<file path="src/rtl/pxs_stream_pkg.sv">
// Shared definitions for the pixel-stream text stage: stream field layout,
// host command op codes and the blank character code.
package pxs_stream_pkg;

  // 26-bit pixel stream layout
  localparam int STR_W   = 26;
  localparam int ACT_BIT = 0;
  localparam int VS_BIT  = 1;
  localparam int HS_BIT  = 2;
  localparam int YC_LSB  = 3;
  localparam int YC_MSB  = 12;
  localparam int XC_LSB  = 13;
  localparam int XC_MSB  = 22;
  localparam int RGB_LSB = 23;
  localparam int RGB_MSB = 25;

  // Host command op codes
  typedef enum logic [1:0] {
    OP_PUT    = 2'b00,
    OP_NL     = 2'b01,
    OP_CLR    = 2'b10,
    OP_SETCUR = 2'b11
  } cmd_op_e;

  // Controller states: blanking the buffer, or serving host commands
  typedef enum logic {
    ST_CLEAR = 1'b0,
    ST_IDLE  = 1'b1
  } text_state_e;

  localparam logic [7:0] CH_SPACE = 8'h20;

  // Beam X coordinate carried in a stream word
  function automatic logic [9:0] str_xc(input logic [STR_W-1:0] s);
    return s[XC_MSB:XC_LSB];
  endfunction

  // Beam Y coordinate carried in a stream word
  function automatic logic [9:0] str_yc(input logic [STR_W-1:0] s);
    return s[YC_MSB:YC_LSB];
  endfunction

endpackage

</file>
<file path="src/rtl/pxs_text_ram.sv">
// Character buffer: simple dual-port RAM, one write port and one
// synchronous read-first read port, kept reset-free for block RAM mapping.
module pxs_text_ram #(
  parameter int DEPTH = 32,
  parameter int AW    = 5
) (
  input  logic          clk,
  input  logic          wr_en,
  input  logic [AW-1:0] wr_addr,
  input  logic [7:0]    wr_data,
  input  logic [AW-1:0] rd_addr,
  output logic [7:0]    rd_data
);

  logic [7:0] mem_q [DEPTH];

  // Write and registered read share one edge; the read sees the old word
  // NOTE: no reset on the storage array -- a reset would stop the tools from
  // mapping it to block RAM; the controller blanks it by sequencing writes.
  // NOTE: non-blocking assignments here make the same-address read return the
  // pre-write contents (read-first) and keep flop updates race-free.
  always_ff @(posedge clk) begin
    if (wr_en) begin
      mem_q[wr_addr] <= wr_data;
    end
    rd_data <= mem_q[rd_addr];
  end

endmodule

</file>
<file path="src/rtl/pxs_text_ctrl.sv">
// Text-window controller: owns the character buffer, the host command FSM
// and cursor, and a 2-stage lookup pipeline that tags every stream pixel
// with the character under the beam and that cell's pixel origin.
module pxs_text_ctrl
  import pxs_stream_pkg::*;
#(
  parameter  int COLS       = 16,
  parameter  int ROWS       = 2,
  parameter  int SCALE_LOG2 = 0,
  localparam int N          = COLS * ROWS,
  localparam int AW         = $clog2(N)
) (
  input  logic              px_clk,
  input  logic              rst_n,
  input  logic              cmd_valid,
  output logic              cmd_ready,
  input  logic [1:0]        cmd_op,
  input  logic [7:0]        cmd_data,
  input  logic [9:0]        win_x,
  input  logic [9:0]        win_y,
  input  logic [STR_W-1:0]  RGBStr_i,
  output logic [STR_W-1:0]  RGBStr_o,
  output logic [7:0]        character,
  output logic [9:0]        char_x,
  output logic [9:0]        char_y,
  output logic              in_text,
  output logic [AW-1:0]     cursor
);

  // Cell edge is 8<<SCALE_LOG2 pixels; window extent in 11-bit arithmetic
  localparam int          CELL_SH = 3 + SCALE_LOG2;
  localparam logic [10:0] WIN_W   = 11'(COLS << CELL_SH);
  localparam logic [10:0] WIN_H   = 11'(ROWS << CELL_SH);

  // ---------------------------------------------------------------------
  // Command FSM, cursor and buffer write port
  // ---------------------------------------------------------------------
  text_state_e   state_q, state_d;
  logic [AW-1:0] clr_cnt_q, clr_cnt_d;
  logic [AW-1:0] cursor_q, cursor_d;
  logic          cmd_ready_q, cmd_ready_d;

  cmd_op_e       op;
  logic          cmd_fire;
  logic [AW-1:0] nl_cursor;

  logic          wr_en;
  logic [AW-1:0] wr_addr;
  logic [7:0]    wr_data;

  assign op       = cmd_op_e'(cmd_op);
  assign cmd_fire = cmd_valid & cmd_ready_q;

  // Start of the row after the cursor's row, wrapping past the last row
  assign nl_cursor = AW'(((int'(cursor_q) / COLS + 1) % ROWS) * COLS);

  // Next-state, cursor and write-port selection
  // NOTE: every variable gets a default before the case so no path leaves one
  // unassigned; a missed path would infer a latch.
  always_comb begin
    state_d   = state_q;
    clr_cnt_d = clr_cnt_q;
    cursor_d  = cursor_q;
    wr_en     = 1'b0;
    wr_addr   = cursor_q;
    wr_data   = cmd_data;

    unique case (state_q)
      ST_CLEAR: begin
        // Blank one cell per cycle; commands are refused until done
        wr_en    = 1'b1;
        wr_addr  = clr_cnt_q;
        wr_data  = CH_SPACE;
        cursor_d = '0;
        if (clr_cnt_q == AW'(N - 1)) begin
          state_d   = ST_IDLE;
          clr_cnt_d = '0;
        end else begin
          clr_cnt_d = clr_cnt_q + AW'(1);
        end
      end
      ST_IDLE: begin
        if (cmd_fire) begin
          unique case (op)
            OP_PUT: begin
              wr_en    = 1'b1;
              cursor_d = cursor_q + AW'(1);
            end
            OP_NL: begin
              cursor_d = nl_cursor;
            end
            OP_SETCUR: begin
              cursor_d = cmd_data[AW-1:0];
            end
            OP_CLR: begin
              cursor_d  = '0;
              clr_cnt_d = '0;
              state_d   = ST_CLEAR;
            end
          endcase
        end
      end
    endcase

    cmd_ready_d = (state_d == ST_IDLE);
  end

  // Control state registers; reset restarts the blanking sequence from 0
  always_ff @(posedge px_clk or negedge rst_n) begin
    if (!rst_n) begin
      state_q     <= ST_CLEAR;
      clr_cnt_q   <= '0;
      cursor_q    <= '0;
      cmd_ready_q <= 1'b0;
    end else begin
      state_q     <= state_d;
      clr_cnt_q   <= clr_cnt_d;
      cursor_q    <= cursor_d;
      cmd_ready_q <= cmd_ready_d;
    end
  end

  assign cmd_ready = cmd_ready_q;
  assign cursor    = cursor_q;

  // ---------------------------------------------------------------------
  // Stage 0 inputs: window hit test and cell address from the beam position
  // ---------------------------------------------------------------------
  logic [9:0]    xc, yc;
  logic [10:0]   x_off, y_off;
  logic [10:0]   col, row;
  logic          hit_x, hit_y;
  logic          in_text_d;
  logic [AW-1:0] rd_addr_d;
  logic [9:0]    char_x_d, char_y_d;

  // Hit test and address/origin arithmetic, widened so a window running past
  // 1023 clips at the screen edge rather than wrapping back to column 0
  always_comb begin
    xc    = str_xc(RGBStr_i);
    yc    = str_yc(RGBStr_i);
    x_off = {1'b0, xc} - {1'b0, win_x};
    y_off = {1'b0, yc} - {1'b0, win_y};
    hit_x = ({1'b0, xc} >= {1'b0, win_x}) && ({1'b0, xc} < ({1'b0, win_x} + WIN_W));
    hit_y = ({1'b0, yc} >= {1'b0, win_y}) && ({1'b0, yc} < ({1'b0, win_y} + WIN_H));
    col   = x_off >> CELL_SH;
    row   = y_off >> CELL_SH;

    in_text_d = hit_x && hit_y;
    rd_addr_d = '0;
    char_x_d  = '0;
    char_y_d  = '0;
    if (in_text_d) begin
      rd_addr_d = AW'(int'(row) * COLS + int'(col));
      char_x_d  = win_x + 10'(col << CELL_SH);
      char_y_d  = win_y + 10'(row << CELL_SH);
    end
  end

  // ---------------------------------------------------------------------
  // Two-stage pipeline: stage 0 registers the lookup, stage 1 lines the
  // side-band up with the synchronous RAM read
  // ---------------------------------------------------------------------
  logic [AW-1:0]    rd_addr_q;
  logic             in_text_s0_q, in_text_s1_q;
  logic [9:0]       char_x_s0_q, char_x_s1_q;
  logic [9:0]       char_y_s0_q, char_y_s1_q;
  logic [STR_W-1:0] str_s0_q, str_s1_q;
  logic [7:0]       rd_data;

  // Pipeline registers for address, window flag, cell origin and stream
  always_ff @(posedge px_clk or negedge rst_n) begin
    if (!rst_n) begin
      rd_addr_q    <= '0;
      in_text_s0_q <= 1'b0;
      char_x_s0_q  <= '0;
      char_y_s0_q  <= '0;
      str_s0_q     <= '0;
      in_text_s1_q <= 1'b0;
      char_x_s1_q  <= '0;
      char_y_s1_q  <= '0;
      str_s1_q     <= '0;
    end else begin
      rd_addr_q    <= rd_addr_d;
      in_text_s0_q <= in_text_d;
      char_x_s0_q  <= char_x_d;
      char_y_s0_q  <= char_y_d;
      str_s0_q     <= RGBStr_i;
      in_text_s1_q <= in_text_s0_q;
      char_x_s1_q  <= char_x_s0_q;
      char_y_s1_q  <= char_y_s0_q;
      str_s1_q     <= str_s0_q;
    end
  end

  pxs_text_ram #(
    .DEPTH (N),
    .AW    (AW)
  ) u_ram (
    .clk     (px_clk),
    .wr_en   (wr_en),
    .wr_addr (wr_addr),
    .wr_data (wr_data),
    .rd_addr (rd_addr_q),
    .rd_data (rd_data)
  );

  // Outside the window the RAM word is meaningless, so show a blank
  assign character = in_text_s1_q ? rd_data : CH_SPACE;
  assign char_x    = char_x_s1_q;
  assign char_y    = char_y_s1_q;
  assign in_text   = in_text_s1_q;
  assign RGBStr_o  = str_s1_q;

endmodule

</file>
<file path="config.mk">
export PLATFORM = sky130hd
export DESIGN_NAME = pxs_text_ctrl
export DESIGN_NICKNAME = d
export VERILOG_FILES = /design/src/rtl/pxs_stream_pkg.sv /design/src/rtl/pxs_text_ram.sv /design/src/rtl/pxs_text_ctrl.sv
export SDC_FILE = /design/constraint.sdc
export NUM_CORES = 1
export LEC_CHECK = 0
export ABC_AREA = 1
export BUFFER_PORTS_ARGS = -buffer_cell sky130_fd_sc_hd__buf_2
export CAP_MARGIN = 20
export CORE_MARGIN = 2
export CORE_UTILIZATION = 40
export CTS_CLUSTER_SIZE = 25
export DETAILED_ROUTE_END_ITERATION = 10
export SYNTH_ARGS = -nofsm -noshare
export SYNTH_HDL_FRONTEND = slang
export SYNTH_SLANG_ARGS = --single-unit
export TNS_END_PERCENT = 5
</file>
<file path="constraint.sdc">
create_clock -name px_clk -period 3.2 [get_ports px_clk]
set_input_delay 0.64 -clock px_clk [delete_from_list [all_inputs] [get_ports px_clk]]
set_output_delay 0.64 -clock px_clk [all_outputs]
set_load 0.02 [all_outputs]
</file>
==> key figures <==
Setup path
  • Critical path required time: 3.62 ns
  • Arr. time, crit path: between 2 and 3 ns
  • Crit path launch type: input pin
  • R2R Path End: u_ram.mem_q[29][5]
  • RR Startpoint: cmd_ready
  • Worst reg2reg setup slack: around 0.71 ns
  • Worst r2r path cells: 5
  • CP max FO: 6
  • CP endpoint kind: flop
  • Crit Path Class: input pin to flop

Floorplanning
  • Core area: slightly below 40000 um2
  • Row count: 73
  • I/O pins: 120
  • DIE HEIGHT: roughly 200 um
  • Initial core utilization: about two fifths
  • Die ar.: just over 40000 um2
  • Chip Width: roughly 200 um

Power
  • Final Power: around 14 mW
  • Internal power: approximately 9.8 mW
  • PD cells: 733.7 nW/um2
  • Static Leak: 8.177 nW
  • Switching power: 4.015 mW
  • Clock power frac: between 30% and 40%
  • Comb pwr share: slightly below 20%
  • Sequential power share: about 46%
  • VDD IR-drop max: around 0.00044 V
  • Sw frac: roughly 29%

Synth
  • Fraction of registers with async set or reset after synthesis: between 20% and 30%
  • Post-synth EDFFs: 256
  • Syn Nets: approximately 1600
  • Cell Area, Synth: 15930 um2
  • Syn_area_per_cell: 10.85 um2
  • Cell taking the most area after synthesis: edfxtp_1
  • Synth top area share: between 40% and 50%
  • Sequential share of the synthesized area: roughly two thirds
  • Synth unique cells: 40
  • Most frequent cell after synthesis: nand2_1
  • Top FF cell, synth: edfxtp_1
  • FF+latch count, synth: 374
  • Yosys warns: 0
  • Top post-synthesis cells by area: edfxtp_1 (48%), dfrtp_1 (17%), nand2_1 (9.9%)
  • Synthesized instance count: 1469
  • Synth cell count leaders: nand2_1 (421), edfxtp_1 (256), nand3_1 (121)

STA
  • Slew @ Worst Pin: approximately 0.76 ns
  • Fmax: ~400 MHz
  • Final Skew: 0.01241 ns
  • Setup violators final: 0
  • Rel. slew slack: around half
  • Setup TNS: 0 ns
  • Hold Fails Final Rpt: 0
  • Slew Limit Fails: 0
  • Fin crit share: roughly four fifths
  • Final min period: about 2.5 ns
  • RSZ-0062 raised after global routing: no

Finish
  • Area of the multi-input gates: 4661 um2
  • Layout net count: approximately 1700
  • Ant diodes: 0
  • FILL cells: around 3600
  • Register area: 10610 um2
  • Area grow syn2layout: 17.84%
  • Share of layout cells above drive strength 1: about 16%
  • Fin cells: about 2200
  • Final Cell Area: ~19000 um2

Place
  • Inst Count DP: 2112
  • DP Area: about 17000 um2
  • GP Congestion: 0.8486
  • Port bufs: roughly 120
  • Dpl hpwl: 23880 um

Run status
  • Status: finished, final reports clean

Detailed routing
  • Routed wire length: approximately 37000 um
  • Initial drt markers: 781
  • WL per Instance: between 15 and 20 um
  • Vias per cell: around 5.0
  • Via count: approximately 11000
  • # DRC: 0
  • Post-route ant nets: 0
  • First-pass DRT Iterations: 7

Clocking
  • Worst skew pair latency: approximately 0.55 ns
  • Setup Fix Bufs, Post-CTS: 0
  • Reg clk slew, reported paths: 0.06 ns
  • PostCTS Resize Cnt: 0
  • Clock tree sinks: ~370
  • Hold-fix buffer count after cts: 0
  • CTS H-tree lvls: 2
  • Max Root-Sink Buffers: 3
  • CTS Root Cell: clkbuf_16
  • CTS tree: yes
  • Inserted Clock Buffers: 42

GRT
  • Vias in the first global route: roughly 11000
  • Global-route wire length before repair: 59320 um
  • Gr ovfl total: 0
  • Initial antenna violation count: 0
  • Largest net degree at the start of global routing: 89
  • Gr usage total: between 10% and 20%

Job
  • Max Cap Viol: 0

Min path
  • Hold Crit Class: input pin to async pin
## layout make-up
| type | instances | share of cell area [%] |
|---|---|---|
| multi-input combinational | 932 | 24.83 |
| clock inverter | 26 | 1.433 |
| inverter | 106 | 2.126 |
| sequential | 374 | 56.49 |
| timing repair buffer | 175 | 5.625 |
| tap | 525 | 3.499 |
| clock buffer | 51 | 6.005 |
## metrics by stage
stage / setup WS (ns) / utilization [%] / hold WS, ns
finish: 0.6740 / 47.47 / 0.02992
global route: 0.3946 / 47.47 / 0.02780
CTS: 0.7347 / 47.47 / 0.008353
detailed placement: 0.1435 / 43.94 / 0.3347
global placement: 0.1778 / 43.94 / 0.3314
floorplan: 0.5053 / - / 0.3312
## how the worst max path moves through the flow
stage,startpoint,to,slack (ns),depth (start not counted)
CTS,win_y[4],char_y_s0_q[9],0.73,18
global placement,win_x[2],char_x_s0_q[8],0.18,13
finish,win_y[4],char_y_s0_q[9],0.67,18
floorplan,win_x[1],char_x_s0_q[9],0.51,21
global route,win_x[3],char_x_s0_q[9],0.39,21
detailed placement,win_y[4],char_y_s0_q[9],0.14,18
## layout by cell type, fill, tap and decap left out, types with 3 or more instances in the layout
cell type   count
nor2_1        119
clkinvlp_4      3
xnor2_1        17
bufinv_16       5
buf_2         118
dfxtp_1         8
nand4_1        11
clkinv_1        4
o22ai_1         5
xor2_1         11
nor3_1          3
edfxtp_1      256
nor2_2         20
a22oi_1         3
dfrtp_1       108
a21boi_0        4
inv_1         104
buf_12          3
clkinv_2       12
a21oi_1        65
o31ai_1        25
o21ai_0        36
buf_4          54
o211ai_1        3
nand3_1       121
a21o_1          3
ha_1           46
a31oi_1         3
nand2_1       421
clkbuf_1        7
o21bai_1        3
clkbuf_16      44
## worst max-delay path, stage by stage
cell      delay, ns
buf_2          0.17
inv_1          0.06
ha_1           0.37
a21oi_1        0.15
nand2_1        0.09
a21oi_1        0.21
o21bai_1       0.10
xor2_1         0.15
ha_1           0.36
nand2_1        0.08
inv_1          0.07
nand4_1        0.10
nand3_1        0.09
nand2_1        0.05
nand2_1        0.06
nor2_1         0.04
nor2_1         0.09
nor2_1         0.05
## registers in the layout, indices dropped and copies added, names as in the netlist
signal / cells
str_s0_q: 26
char_y: 10
char_x_s0_q: 10
in_text_s0_q: 1
u_ram.mem_q: 256
cursor: 5
cmd_ready: 1
clr_cnt_q: 5
char_y_s0_q: 10
RGBStr_o: 26
rd_addr_q: 5
char_x: 10
u_ram.rd_data: 8
in_text: 1
## cells by family after synthesis
logic type | share of synthesized area (%)
and+or+nand+nor | 18.17
buffers and inverters | 4.210
AOI/OAI and AO/OA | 5.678
xor gates and xnor gates | 1.539
DFF | 66.54
adders and majority gates | 3.864
## routing by layer
| metal | vias up | share of wire [%] | GRT usage (%) |
|---|---|---|---|
| met5 | - | 0 | 0 |
| met4 | 0 | 2.3 | 5.553 |
| met3 | 65 | 6.5 | 4.554 |
| met2 | 295 | 48 | 30.95 |
| met1 | 5239 | 43 | 23.87 |
| li1 | 5273 | - | - |
## power groups by stage
| stage | Clock (mW) | Combinational [mW] | Sequential, mW |
|---|---|---|---|
| final | 4.84 | 2.67 | 6.26 |
| after global routing | 5.16 | 2.99 | 6.32 |
| after floorplan | 0 | 1.60 | 6.33 |
| after detailed placement | 0 | 2.69 | 6.36 |
| after CTS | 4.96 | 2.70 | 6.27 |
| after global placement | 0 | 2.64 | 6.35 |
No activity file was read; power rests on OpenSTA's default activity.
